## src/rtl/gpio_arbiter_pkg.sv

```systemverilog
// Shared types and constants for the two-requester GPIO arbiter.
package gpio_arbiter_pkg;

  localparam int unsigned DataWidth = 32;

  // Transaction sequencer state, 2-bit encoded.
  typedef enum logic [1:0] {
    StIdle  = 2'b00,
    StIssue = 2'b01,
    StWait  = 2'b10,
    StResp  = 2'b11
  } state_e;

  // GPIO register map: a[1]=0 selects an input port, a[1]=1 an output port.
  localparam logic [1:0] IN1  = 2'b00;
  localparam logic [1:0] IN2  = 2'b01;
  localparam logic [1:0] OUT1 = 2'b10;
  localparam logic [1:0] OUT2 = 2'b11;

  // Only the output ports accept writes.
  function automatic logic is_out_port(logic [1:0] addr);
    return addr[1];
  endfunction

endpackage

```

## src/rtl/gpio_arbiter_if.sv

```systemverilog
// Requester and GPIO-side bus bundle for gpio_arbiter.
interface gpio_arbiter_if;
  import gpio_arbiter_pkg::*;

  // Requester 0
  logic                 m0_req;
  logic                 m0_we;
  logic [1:0]           m0_a;
  logic [DataWidth-1:0] m0_wd;
  logic                 m0_ack;
  logic                 m0_err;
  logic [DataWidth-1:0] m0_rd;

  // Requester 1
  logic                 m1_req;
  logic                 m1_we;
  logic [1:0]           m1_a;
  logic [DataWidth-1:0] m1_wd;
  logic                 m1_ack;
  logic                 m1_err;
  logic [DataWidth-1:0] m1_rd;

  // GPIO block side
  logic                 g_we;
  logic [1:0]           g_a;
  logic [DataWidth-1:0] g_wd;
  logic [DataWidth-1:0] g_rd;

  // Status
  logic                 busy;
  logic [1:0]           grant;

  // Arbiter view.
  modport slave (
    input  m0_req, m0_we, m0_a, m0_wd,
    output m0_ack, m0_err, m0_rd,
    input  m1_req, m1_we, m1_a, m1_wd,
    output m1_ack, m1_err, m1_rd,
    output g_we, g_a, g_wd,
    input  g_rd,
    output busy, grant
  );

  // Requesters plus GPIO block view.
  modport master (
    output m0_req, m0_we, m0_a, m0_wd,
    input  m0_ack, m0_err, m0_rd,
    output m1_req, m1_we, m1_a, m1_wd,
    input  m1_ack, m1_err, m1_rd,
    input  g_we, g_a, g_wd,
    output g_rd,
    input  busy, grant
  );

endinterface

```

## src/rtl/rr_arb2.sv

```systemverilog
// Two-way arbitration decision: round-robin or fixed priority to requester 0.
module rr_arb2 (
  input  logic [1:0] req_i,
  input  logic       last_i,  // 1 when requester 1 was served last
  input  logic       fixed_i,
  output logic [1:0] gnt_o
);

  // One-hot grant; on a tie the requester not served last wins unless fixed.
  always_comb begin
    gnt_o = 2'b00;
    case (req_i)
      2'b01:   gnt_o = 2'b01;
      2'b10:   gnt_o = 2'b10;
      2'b11:   gnt_o = (fixed_i || last_i) ? 2'b01 : 2'b10;
      default: gnt_o = 2'b00;
    endcase
  end

endmodule

```

## src/rtl/gpio_arbiter.sv

```systemverilog
// Arbitrates two requesters onto a single GPIO register port.
// Each transaction runs IDLE -> ISSUE -> WAIT -> RESP; all outputs are registered.
module gpio_arbiter
  import gpio_arbiter_pkg::*;
#(
  parameter int unsigned FIXED_PRIO = 0
) (
  input logic           clk,
  input logic           rst,
  gpio_arbiter_if.slave bus
);

  state_e               state_q, state_d;
  logic [1:0]           grant_q, grant_d;
  logic                 last_q, last_d;
  logic                 we_q, we_d;
  logic [1:0]           g_a_q, g_a_d;
  logic [DataWidth-1:0] g_wd_q, g_wd_d;
  logic                 g_we_q, g_we_d;
  logic [1:0]           ack_q, ack_d;
  logic [1:0]           err_q, err_d;
  logic [DataWidth-1:0] m0_rd_q, m0_rd_d;
  logic [DataWidth-1:0] m1_rd_q, m1_rd_d;
  logic                 busy_q, busy_d;

  logic [1:0]           req;
  logic [1:0]           gnt;
  logic                 sel_we;
  logic [1:0]           sel_a;
  logic [DataWidth-1:0] sel_wd;

  assign req = {bus.m1_req, bus.m0_req};

  rr_arb2 u_arb (
    .req_i   (req),
    .last_i  (last_q),
    .fixed_i (FIXED_PRIO != 0),
    .gnt_o   (gnt)
  );

  // Pick the winning requester's fields for latching on entry to ISSUE.
  always_comb begin
    sel_we = bus.m0_we;
    sel_a  = bus.m0_a;
    sel_wd = bus.m0_wd;
    if (gnt[1]) begin
      sel_we = bus.m1_we;
      sel_a  = bus.m1_a;
      sel_wd = bus.m1_wd;
    end
  end

  // Next-state and next-output logic for the transaction sequencer.
  always_comb begin
    state_d = state_q;
    grant_d = grant_q;
    last_d  = last_q;
    we_d    = we_q;
    g_a_d   = g_a_q;
    g_wd_d  = g_wd_q;
    g_we_d  = 1'b0;
    ack_d   = 2'b00;
    err_d   = 2'b00;
    m0_rd_d = m0_rd_q;
    m1_rd_d = m1_rd_q;
    busy_d  = busy_q;

    unique case (state_q)
      StIdle: begin
        if (|req) begin
          state_d = StIssue;
          grant_d = gnt;
          last_d  = gnt[1];
          we_d    = sel_we;
          g_a_d   = sel_a;
          g_wd_d  = sel_wd;
          // Writes to input ports never reach the GPIO block.
          g_we_d  = sel_we & is_out_port(sel_a);
          busy_d  = 1'b1;
        end
      end
      StIssue: begin
        state_d = StWait;
      end
      StWait: begin
        state_d = StResp;
        ack_d   = grant_q;
        err_d   = grant_q & {2{we_q & ~is_out_port(g_a_q)}};
        if (grant_q[1]) begin
          m1_rd_d = bus.g_rd;
        end else begin
          m0_rd_d = bus.g_rd;
        end
      end
      StResp: begin
        state_d = StIdle;
        grant_d = 2'b00;
        busy_d  = 1'b0;
      end
      default: begin
        state_d = StIdle;
        grant_d = 2'b00;
        busy_d  = 1'b0;
      end
    endcase
  end

  // State and output registers; reset aborts any transaction without an ack.
  always_ff @(posedge clk or negedge rst) begin
    if (!rst) begin
      state_q <= StIdle;
      grant_q <= 2'b00;
      last_q  <= 1'b1;
      we_q    <= 1'b0;
      g_a_q   <= 2'b00;
      g_wd_q  <= '0;
      g_we_q  <= 1'b0;
      ack_q   <= 2'b00;
      err_q   <= 2'b00;
      m0_rd_q <= '0;
      m1_rd_q <= '0;
      busy_q  <= 1'b0;
    end else begin
      state_q <= state_d;
      grant_q <= grant_d;
      last_q  <= last_d;
      we_q    <= we_d;
      g_a_q   <= g_a_d;
      g_wd_q  <= g_wd_d;
      g_we_q  <= g_we_d;
      ack_q   <= ack_d;
      err_q   <= err_d;
      m0_rd_q <= m0_rd_d;
      m1_rd_q <= m1_rd_d;
      busy_q  <= busy_d;
    end
  end

  assign bus.m0_ack = ack_q[0];
  assign bus.m1_ack = ack_q[1];
  assign bus.m0_err = err_q[0];
  assign bus.m1_err = err_q[1];
  assign bus.m0_rd  = m0_rd_q;
  assign bus.m1_rd  = m1_rd_q;
  assign bus.g_we   = g_we_q;
  assign bus.g_a    = g_a_q;
  assign bus.g_wd   = g_wd_q;
  assign bus.busy   = busy_q;
  assign bus.grant  = grant_q;

endmodule

```

## src/flat_wrapper.sv

```systemverilog
// flat-port wrapper written by rule: the top's interface ports become plain ports
module gpio_arbiter_flat import gpio_arbiter_pkg::*;
#(
  parameter int unsigned FIXED_PRIO = 0
)
  (clk, rst, bus_m0_req, bus_m0_we, bus_m0_a, bus_m0_wd, bus_m0_ack, bus_m0_err, bus_m0_rd, bus_m1_req, bus_m1_we, bus_m1_a, bus_m1_wd, bus_m1_ack, bus_m1_err, bus_m1_rd, bus_g_we, bus_g_a, bus_g_wd, bus_g_rd, bus_busy, bus_grant);
  gpio_arbiter_if bus_i ();
  input logic clk;
  input logic rst;
  input wire logic [$bits(bus_i.m0_req)-1:0] bus_m0_req;
  input wire logic [$bits(bus_i.m0_we)-1:0] bus_m0_we;
  input wire logic [$bits(bus_i.m0_a)-1:0] bus_m0_a;
  input wire logic [$bits(bus_i.m0_wd)-1:0] bus_m0_wd;
  output wire logic [$bits(bus_i.m0_ack)-1:0] bus_m0_ack;
  output wire logic [$bits(bus_i.m0_err)-1:0] bus_m0_err;
  output wire logic [$bits(bus_i.m0_rd)-1:0] bus_m0_rd;
  input wire logic [$bits(bus_i.m1_req)-1:0] bus_m1_req;
  input wire logic [$bits(bus_i.m1_we)-1:0] bus_m1_we;
  input wire logic [$bits(bus_i.m1_a)-1:0] bus_m1_a;
  input wire logic [$bits(bus_i.m1_wd)-1:0] bus_m1_wd;
  output wire logic [$bits(bus_i.m1_ack)-1:0] bus_m1_ack;
  output wire logic [$bits(bus_i.m1_err)-1:0] bus_m1_err;
  output wire logic [$bits(bus_i.m1_rd)-1:0] bus_m1_rd;
  output wire logic [$bits(bus_i.g_we)-1:0] bus_g_we;
  output wire logic [$bits(bus_i.g_a)-1:0] bus_g_a;
  output wire logic [$bits(bus_i.g_wd)-1:0] bus_g_wd;
  input wire logic [$bits(bus_i.g_rd)-1:0] bus_g_rd;
  output wire logic [$bits(bus_i.busy)-1:0] bus_busy;
  output wire logic [$bits(bus_i.grant)-1:0] bus_grant;
  assign bus_i.m0_req = bus_m0_req;
  assign bus_i.m0_we = bus_m0_we;
  assign bus_i.m0_a = bus_m0_a;
  assign bus_i.m0_wd = bus_m0_wd;
  assign bus_m0_ack = bus_i.m0_ack;
  assign bus_m0_err = bus_i.m0_err;
  assign bus_m0_rd = bus_i.m0_rd;
  assign bus_i.m1_req = bus_m1_req;
  assign bus_i.m1_we = bus_m1_we;
  assign bus_i.m1_a = bus_m1_a;
  assign bus_i.m1_wd = bus_m1_wd;
  assign bus_m1_ack = bus_i.m1_ack;
  assign bus_m1_err = bus_i.m1_err;
  assign bus_m1_rd = bus_i.m1_rd;
  assign bus_g_we = bus_i.g_we;
  assign bus_g_a = bus_i.g_a;
  assign bus_g_wd = bus_i.g_wd;
  assign bus_i.g_rd = bus_g_rd;
  assign bus_busy = bus_i.busy;
  assign bus_grant = bus_i.grant;
  gpio_arbiter #(.FIXED_PRIO(FIXED_PRIO)) u_core (.clk(clk), .rst(rst), .bus(bus_i));
endmodule
```

## config.mk

```make
export PLATFORM = sky130hd
export DESIGN_NAME = gpio_arbiter_flat
export DESIGN_NICKNAME = d
export VERILOG_FILES = /design/src/rtl/gpio_arbiter_pkg.sv /design/src/rtl/gpio_arbiter_if.sv /design/src/rtl/rr_arb2.sv /design/src/rtl/gpio_arbiter.sv /design/src/flat_wrapper.sv
export SDC_FILE = /design/constraint.sdc
export NUM_CORES = 1
export LEC_CHECK = 0
export ABC_AREA = 1
export ABC_CLOCK_PERIOD_IN_PS = 4300
export BUFFER_PORTS_ARGS = -buffer_cell sky130_fd_sc_hd__buf_4
export CORE_MARGIN = 5
export CORE_UTILIZATION = 40
export DETAILED_ROUTE_END_ITERATION = 8
export PLACE_DENSITY = 0.74
export SLEW_MARGIN = 25
export SYNTH_ARGS = -nofsm -noshare
export SYNTH_HDL_FRONTEND = slang
export SYNTH_SLANG_ARGS = --single-unit
```

## constraint.sdc

```tcl
create_clock -name clk -period 4.3 [get_ports clk]
set_input_delay 0.86 -clock clk [delete_from_list [all_inputs] [get_ports clk]]
set_output_delay 0.86 -clock clk [all_outputs]
set_load 0.01 [all_outputs]
```

; ---- Word-level counts from Yosys, hierarchy flattened
; Index checks and enable logic that the tools add are counted.
[totals]
mem_count = 0
ram_bits = 0
latch_bits = 0
rom_bits = 0
output_inout_bits = 106
in_bits = 106
ff_bits = 110
[op_classes]
mux = 15
shifts = 0
n_lt_le_gt_ge = 0
div = 0
n_mul = 0
n_eq_ne = 7
reduce_logical = 7
bitwise_logic = 5
n_addsub = 0
[op_table]
columns = op, n
row1 = 2-to-1 mux 32 bit, 1
row2 = 2-to-1 mux 2 bit, 6
row3 = "== test 2 bit, second input constant", 4
row4 = case mux 2 bit (4 select lines), 1
row5 = AND reduction 2 bit, 4
row6 = case mux 2 bit (3 select lines), 1
row7 = "== test 2 x 1 -> 1 bit, second input constant", 2
row8 = 2-to-1 mux 1 bit, 4
row9 = case mux 2 bit (2 select lines), 1
row10 = bitwise AND 1 bit, 2
row11 = bitwise AND 2 bit, 1
row12 = logical NOT 2 bit, 1
row13 = "inequality test 2 x 1 -> 1 bit, second input constant", 1
row14 = inverter 1 bit, 2
row15 = case mux 1 bit (2 select lines), 1
row16 = nonzero test 2 bit, 1
row17 = OR reduction 2 bit, 1

; ---- Depth between registers and ports, before layout
; Gate-level depths: netlist (run 1).
[depth]
word_depth = 6
depth_mapped = 8

; ---- By module
; Synthesis (run 1) repeated with hierarchy kept, for this count alone.
[unflattened]
cells_unflattened = 565
hier_area_um2 = 4694.5
[by_module_without_submodules]
columns = mod, seq_area_each_um2, instances, cells_per_inst, area_each_um2
row1 = gpio_arbiter, 2753.9, 1, 552, 4644.5
row2 = rr_arb2, 0.0, 1, 13, 50.0

; ---- Least setup slack after synthesis (run 1)
; No wires, ideal clock.
[synth_timing]
kind = in2reg
startpoint = input bus_m1_req
endpoint = register u_core.g_wd_q[13] (netlist: u_core.bus.g_wd[13])
required_time_ns = 4.183
slack_ns = 2.631
t_arrival_ns = 1.551
stages = 7
cell_sequence = buf_2 nand2_1 buf_2 buf_4 nand2_1 nand3_1 nand2_1
[synth_via]
elab_chain_len = 3
elab_cells_between_ends = 7
[synth_lines]
columns = element, line_no
row1 = "start, declared", flat_wrapper.sv:17  ; input wire logic [$bits(bus_i.m1_req)-1:0] bus_m1_req;
row2 = == test 2 bit / == test 2 x 1 -> 1 bit (equally long branches), rr_arb2.sv:12  ; case (req_i)
row3 = case mux 2 bit (3 select lines), rr_arb2.sv:12
row4 = 2-to-1 mux 32 bit, gpio_arbiter.sv:46  ; if (gnt[1]) begin
row5 = "end signal, assigned", gpio_arbiter.sv:129  ; g_wd_q <= g_wd_d;
row6 = "end, declared", gpio_arbiter.sv:18  ; logic [DataWidth-1:0] g_wd_q, g_wd_d;
; Several ways; a longest one is shown, not always the timed one.
; A chain may end at the register's enable or synchronous reset.

; ---- Worst setup path after layout (run 1)
[layout_timing]
startpoint = input bus_m0_req
endpoint = register u_core.grant_q[1] (netlist: u_core.bus.grant[1])
[layout_via]
elab_chain_len = 4
elab_cells_between_ends = 9
[layout_lines]
columns = element, line_no
row1 = "start, declared", flat_wrapper.sv:10  ; input wire logic [$bits(bus_i.m0_req)-1:0] bus_m0_req;
row2 = == test 2 bit / == test 2 x 1 -> 1 bit (equally long branches), rr_arb2.sv:12
row3 = case mux 2 bit (3 select lines), rr_arb2.sv:12
row4 = 2-to-1 mux 2 bit, gpio_arbiter.sv:70  ; if (|req) begin
row5 = case mux 2 bit (2 select lines), gpio_arbiter.sv:68  ; unique case (state_q)
row6 = "end signal, assigned", gpio_arbiter.sv:125  ; grant_q <= grant_d;
row7 = "end, declared", gpio_arbiter.sv:14  ; logic [1:0] grant_q, grant_d;
; Several ways; a longest one is shown, not always the timed one. The select of a mux whose other input is x is not followed.

==> results of run 1 <==
-- kinds of logic after synthesis --
family	after synthesis	synth area share (%)
buffers and inverters	108	9.255
AO/OA/AOI/OAI	69	7.257
flip-flops	110	57.88
AND/OR/NAND/NOR	263	24.82
adder cells (fa/ha/maj)	3	0.7889
-- state kept, by name, summed over array words and instances, names as in the netlist --
register,flops
u_core.bus.grant,2
u_core.err_q,2
u_core.bus.m1_rd,32
u_core.bus.busy,1
u_core.bus.m0_rd,32
u_core.bus.g_a,2
u_core.bus.g_wd,32
u_core.bus.g_we,1
u_core.ack_q,2
u_core.last_q,1
u_core.we_q,1
u_core.state_q,2
-- where the power goes --
part / total, mW / internal, mW / switching, mW / leakage [nW]
clock: 0.992 / 0.626 / 0.366 / 0.176
sequential: 1.86 / 1.55 / 0.316 / 1.35
combinational: 2.07 / 0.958 / 1.11 / 2.26
total: 4.92 / 3.13 / 1.79 / 3.80
-- stage by stage --
step	total power, mW	hold WS [ns]
2_1_floorplan	2.869	0.4494
3_3_place_gp	3.879	0.4677
3_5_place_dp	3.964	0.4671
4_1_cts	4.969	0.4904
5_1_grt	5.295	0.5088
6_report	4.920	0.4863
-- layout make-up --
type,instances,area (um2)
timing repair buffer,214,1607
fill,997,4752
tap,143,178.9
inverter,76,285.3
clock inverter,6,133.9
sequential,110,2754
clock buffer,9,225.2
multi-input combinational,335,1580
-- layer usage --
metal / wire length, um / global-route usage, % / part of all wire, % / vias to the layer above
met5: 0 / 0 / 0 / -
met3: 1519 / 6.019 / 12 / 16
met4: 194 / 5.576 / 1.5 / 0
li1: - / - / - / 2104
met2: 5744 / 27.91 / 45 / 233
met1: 5437 / 24.72 / 42 / 1985
-- worst min-delay path, stage by stage, from the launching register on --
cell and delay (ns):
dfrtp_1 0.34, nand2_1 0.06, nand2_1 0.06
-- how the worst min path moves through the flow --
stage	slack [ns]	endpoint	start
3_3_place_gp	0.47	u_core.bus.m0_rd[7]	u_core.bus.m0_rd[7]
5_1_grt	0.51	u_core.bus.g_wd[30]	u_core.bus.g_wd[30]
3_5_place_dp	0.47	u_core.bus.g_wd[8]	u_core.bus.g_wd[8]
2_1_floorplan	0.45	u_core.we_q	u_core.we_q
6_report	0.49	u_core.bus.g_wd[25]	u_core.bus.g_wd[25]
4_1_cts	0.49	u_core.bus.g_wd[7]	u_core.bus.g_wd[7]
-- cell usage in the layout, fill, tap and decap left out, drive strengths merged --
| cell type | count |
|---|---|
| a21oi | 1 |
| buf | 214 |
| bufinv | 4 |
| clkbuf | 9 |
| clkinv | 1 |
| dfrtp | 109 |
| dfstp | 1 |
| ha | 3 |
| inv | 77 |
| nand2 | 181 |
| nand3 | 40 |
| nand3b | 35 |
| nor2 | 6 |
| o21ai | 68 |
| or2 | 1 |
==> run_results.csv, run 1 <==
group,metric,value,unit
layout,final_util,58.74,%
power,p_leak,3.795,nW
min_path,hold_class,"reg -> reg",
timing,layout_setup_ws,2.089,ns
detailed_routing,wl,12.90,mm
cts,htreeDepth,3,
setup_path,rr_worst_depth,5,
placed_design,hpwlAfterDp,9.522,mm
setup_path,worst_ep_arrival_time,2.49,ns
setup_path,slowest_delay,0.59,ns
grt,grt-ovfl-total,0,
timing,fin_crit_sh,51.42,%
logic_synthesis,yosys-top-cells-count,"180 x nand2_1, 109 x dfrtp_1, 76 x inv_1",
setup_path,cp-end-kind,"flip-flop",
cts,root_buffer,"clkbuf_16",
grt,grt_max_degree,67,
logic_synthesis,synth.distinct_cells,20,
timing,fin_skew,0.008955,ns
setup_path,critPathSlowestCell,"nand2_2",
logic_synthesis,synthTopCellsByArea,"dfrtp_1 57%, nand2_1 14%, o21ai_0 6.7%, inv_1 6.0%, nand3b_1 5.5%",
logic_synthesis,synth_top_area_share,57.32,%
detailed_routing,drc,0,
power,p_per_area,727.4,mW/mm2
logic_synthesis,synth_ff_type,"dfrtp_1",
logic_synthesis,ys_seq_elements,110,
grt,antenna_found_initial,0,
floorplan,pin_count,212,
timing,finalHoldViolCount,0,
layout,drive_above_1_share,31.47,%
layout,nNetsFinal,855,
setup_path,cp.depth,5,
timing,slew_headroom,45.47,%
timing,max_freq,452.3,MHz
setup_path,critPathTopFamily,"simple AND/OR/NAND/NOR gates",
floorplan,die_area,0.01418,mm2
setup_path,timing.rr.start,"u_core.last_q",
placed_design,post-place-ws,1.719,ns
timing,slew_violations,0,
logic_synthesis,synth_edf_count,0,
timing,period_minus_slack,2.211,ns
logic_synthesis,ys_seq_area_share,57.88,%
cts,cts.sinks,110,
detailed_routing,drt_first_pass_iters,9,
min_path,whs_path_depth,2,
layout,area_delta_synth_final,42.15,%
setup_path,path_cells,"buf_4 > nand2_2 > nand2_2 > nand3b_1 > nand2_1",
cts,cts_buffers,9,
logic_synthesis,ys_async_sr_fraction,100.0,%
cts,ctsLongestPathBuffers,2,
setup_path,rrSetupSlack,2.28,ns
cts,post-cts-setup-buffers,0,
detailed_routing,drt_iter0_drc,393,
cts,cts_tree,"yes",
floorplan,start_util,41.32,%
floorplan,die_h,119.1,um
placed_design,io_buffers,211,
setup_path,crit_buf_inv,1,
cts,postCtsHoldBufs,0,
floorplan,coreArea,0.01152,mm2
logic_synthesis,avgSynthCellArea,8.605,um2
floorplan,rows,39,
setup_path,critPathRequiredTime,4.58,ns
setup_path,crit_top_cell,"nand2_2",
detailed_routing,post_drt_wl_per_cell,14.44,um
timing,rsz0062_at_grt,"false",
layout,finalNonFillerCells,893,
detailed_routing,viasPerCell,4.858,
setup_path,startpoint_type,"input pin",
grt,grt_first_pass_wirelength,21.44,mm
grt,grt_pass1_vias,4330,
logic_synthesis,syn_inst,553,
logic_synthesis,yosysWarnings,0,
placed_design,dpl-instance-area,0.006397,mm2
floorplan,die-width,119.1,um
setup_path,r2r-end,"u_core.we_q",
timing,tns,0,ns
layout,stdcell_area,0.006764,mm2
detailed_routing,postRouteAntennaNets,0,
logic_synthesis,syn_area,0.004758,mm2
cts,ctsResizeCount,0,
setup_path,critical_path_class,"in -> reg",
logic_synthesis,synth_top_cell_by_area,"dfrtp_1",
cts,cts.clk_slew.worst_paths,0.07,ns
setup_path,cp_max_fo,38,
status,status,"finished clean",
layout,diodes,0,
logic_synthesis,syn-num-nets,662,
grt,grt_usage,18.23,%
cts,worstSkewPairLatency,0.34,ns
placed_design,gp_routability_congestion,0.8449,
timing,tightest_slew,0.8161,ns
placed_design,place_inst,878,
logic_synthesis,synth.most_common_cell,"nand2_1",
flow_run,max_cap_violations,0,
setup_path,cp-endpoint,"u_core.bus.grant[1]",
power,irDropWorstVdd,0.2895,mV
timing,setup_viol,0,
setup_path,critPathLaunch,"bus_m0_req",
detailed_routing,dr_total_vias,4338,
No activity file was read; power rests on OpenSTA's default activity.
==> inputs of run 2 (changes only) <==
--- a/config.mk
+++ b/config.mk
@@ -5,8 +5,8 @@
 export SDC_FILE = /design/constraint.sdc
 export NUM_CORES = 1
 export LEC_CHECK = 0
-export ABC_AREA = 1
-export ABC_CLOCK_PERIOD_IN_PS = 4300
+export ABC_AREA = 0
+export ABC_CLOCK_PERIOD_IN_PS = 2150
 export BUFFER_PORTS_ARGS = -buffer_cell sky130_fd_sc_hd__buf_4
 export CORE_MARGIN = 5
 export CORE_UTILIZATION = 40
==> constraint.sdc (replaced) <==
create_clock -name clk -period 2.15 [get_ports clk]
set_input_delay 0.43 -clock clk [delete_from_list [all_inputs] [get_ports clk]]
set_output_delay 0.43 -clock clk [all_outputs]
set_load 0.01 [all_outputs]
==> run_results.csv, run 2 <==
group,metric,value,unit
cts,cts.clk_slew.worst_paths,0.07,ns
cts,htreeDepth,3,
logic_synthesis,synth_edf_count,0,
grt,grt-ovfl-total,0,
timing,rsz0062_at_grt,"false",
logic_synthesis,ys_async_sr_fraction,100.0,%
logic_synthesis,synth-adder-area-share,0.8352,%
logic_synthesis,synth_compound_area_share,6.765,%
logic_synthesis,synth_top_area_share,60.69,%
setup_path,critical_path_class,"reg -> reg",
detailed_routing,drt_iter0_drc,131,
cts,worstSkewPairLatency,0.34,ns
cts,cts.sinks,110,
floorplan,coreArea,0.01094,mm2
placed_design,dpl-instance-area,0.006206,mm2
status,status,"finished clean",
detailed_routing,postRouteAntennaNets,0,
logic_synthesis,ys_seq_elements,110,
grt,grt_first_pass_wirelength,18.25,mm
logic_synthesis,syn_inst,373,
grt,grt_pass1_vias,3684,
detailed_routing,drc,0,
floorplan,start_util,41.10,%
setup_path,cp.depth,5,
layout,area_delta_synth_final,44.29,%
cts,post-cts-setup-buffers,0,
setup_path,startpoint_type,"flip-flop",
logic_synthesis,synth.most_common_cell,"dfrtp_1",
logic_synthesis,yosysWarnings,0,
cts,postCtsHoldBufs,0,
layout,final_cell_mix,"213 x buf_4, 109 x dfrtp_1, 74 x nand2_1",
timing,period_minus_slack,1.619,ns
placed_design,gp_routability_congestion,0.7614,
placed_design,io_buffers,211,
placed_design,hpwlAfterDp,8.643,mm
timing,slew_violations,0,
flow_run,max_cap_violations,0,
detailed_routing,wl,11.37,mm
timing,tns,0,ns
power,irDropWorstVdd,0.6992,mV
detailed_routing,post_drt_wl_per_cell,15.70,um
layout,final_common_cell,"buf_4",
setup_path,crit_buf_inv,2,
logic_synthesis,synth_top_cell_by_area,"dfrtp_1",
logic_synthesis,yosys.area_share.simple,10.80,%
cts,ctsLongestPathBuffers,2,
min_path,hold_class,"in -> async",
layout,stdcell_area,0.006485,mm2
grt,grt_max_degree,111,
detailed_routing,viasPerCell,4.902,
cts,cts_buffers,9,
layout,nNetsFinal,688,
timing,fin_crit_sh,75.30,%
floorplan,pin_count,212,
grt,grt_usage,17.20,%
grt,antenna_found_initial,0,
logic_synthesis,ys_seq_area_share,61.28,%
detailed_routing,drt_first_pass_iters,4,
setup_path,critPathRequiredTime,2.37,ns
logic_synthesis,yosys-top-cells-count,"109 x dfrtp_1, 74 x nand2_1, 63 x mux2_2",
setup_path,critPathTopFamily,"flip-flops",
floorplan,die_area,0.01346,mm2
logic_synthesis,synth.distinct_cells,28,
setup_path,cp_max_fo,32,
setup_path,path_cells,"inv_1 > ha_1 > nor2b_2 > buf_12 > mux2_2",
timing,setup_viol,0,
timing,finalHoldViolCount,0,
layout,diodes,0,
setup_path,cp-end-kind,"flip-flop",
logic_synthesis,syn-num-nets,482,
timing,max_freq,617.6,MHz
layout,drive_above_1_share,51.20,%
logic_synthesis,synth_top_family_by_area,"multiplexers",
cts,root_buffer,"clkbuf_16",
setup_path,critPathSlowestCell,"dfrtp_1",
setup_path,slowest_delay,0.38,ns
floorplan,die-width,116,um
timing,slew_headroom,61.25,%
setup_path,rr_worst_depth,5,
detailed_routing,dr_total_vias,3549,
cts,cts_tree,"yes",
logic_synthesis,synth_ff_type,"dfrtp_1",
power,p_per_area,1475,mW/mm2
logic_synthesis,muxShareOfSynthArea,16.29,%
logic_synthesis,syn_area,0.004494,mm2
logic_synthesis,avgSynthCellArea,12.05,um2
cts,ctsResizeCount,0,
timing,tightest_slew,0.5812,ns
setup_path,worst_ep_arrival_time,1.84,ns
logic_synthesis,synth_xor_area_share,0,%
logic_synthesis,synthTopCellsByArea,"dfrtp_1 61%, mux2_2 16%, nand2_1 6.2%, a31oi_1 5.2%, nor2_1 3.2%",
power,p_leak,3.128,nW
floorplan,die_h,116,um
timing,fin_skew,0.005701,ns
floorplan,rows,38,
run 2: cell count changes after synthesis, sizes merged, moves of 2 or more:
cell	change
nand3b	-35
buf	+2
a31oi	+37
nand2	-107
o21ai	-67
mux2	+65
nor2	+32
a21boi	+2
inv	-72
nand3	-34
clkbuf	-11
run 2: cells by family after synthesis:
kind of cell,Yosys count
buffers and inverters,27
flip-flops,110
multiplexers,65
adder cells (fa/ha/maj),3
AO/OA/AOI/OAI,45
AND/OR/NAND/NOR,123
run 2: worst register-to-register path: stages (launching register included):
cell and delay, ns:
dfrtp_1 0.38, inv_1 0.11, ha_1 0.20, nor2b_2 0.20, buf_12 0.22, mux2_2 0.39
run 2: stage by stage:
step	hold slack, ns	worst slack, ns	instances	utilization (%)	total power [mW]
6_report	0.1559	0.5309	724	59.30	9.568
5_1_grt	0.2198	0.3370	724	59.30	10.26
4_1_cts	0.1905	0.5239	724	59.30	9.725
3_5_place_dp	0.4759	0.5389	708	56.75	8.164
3_3_place_gp	0.4862	0.6035	708	56.75	7.985
2_1_floorplan	0.1344	0.6335	373	-	5.922
run 2: path summary, 6_finish.rpt:
check | start | endpoint | slack, ns
min in group clk | bus_g_rd[5] | u_core.bus.m0_rd[5] | 0.32
max in group asynchronous | rst | u_core.bus.g_wd[6] | 1.55
max reg2reg | u_core.state_q[0] | u_core.bus.m0_rd[21] | 0.53
max | u_core.state_q[0] | u_core.bus.m0_rd[21] | 0.53
min reg2reg | u_core.bus.m0_rd[5] | u_core.bus.m0_rd[5] | 0.49
min | rst | u_core.bus.m1_rd[14] | 0.16
run 2: area by class of cell:
type	instances	area (um2)
fill	921	4451
sequential	110	2754
timing repair buffer	218	1699
multi-input combinational	236	1563
clock buffer	13	260.3
tap	140	175.2
clock inverter	3	18.77
inverter	4	15.01
run 2: where the power goes:
part	switching [mW]	internal (mW)	leakage, nW	total (mW)
combinational	1.91	2.39	1.71	4.30
sequential	0.612	3.11	1.28	3.73
clock	0.694	0.849	0.140	1.54
total	3.21	6.36	3.13	9.57
run 2: metal layers:
layer / vias up / share of wire, % / track usage, %
met1: 1680 / 40 / 21.51
met4: 0 / 1.6 / 6.265
met3: 14 / 13 / 6.684
met2: 168 / 46 / 27.23
met5: - / 0 / 0
li1: 1687 / - / -
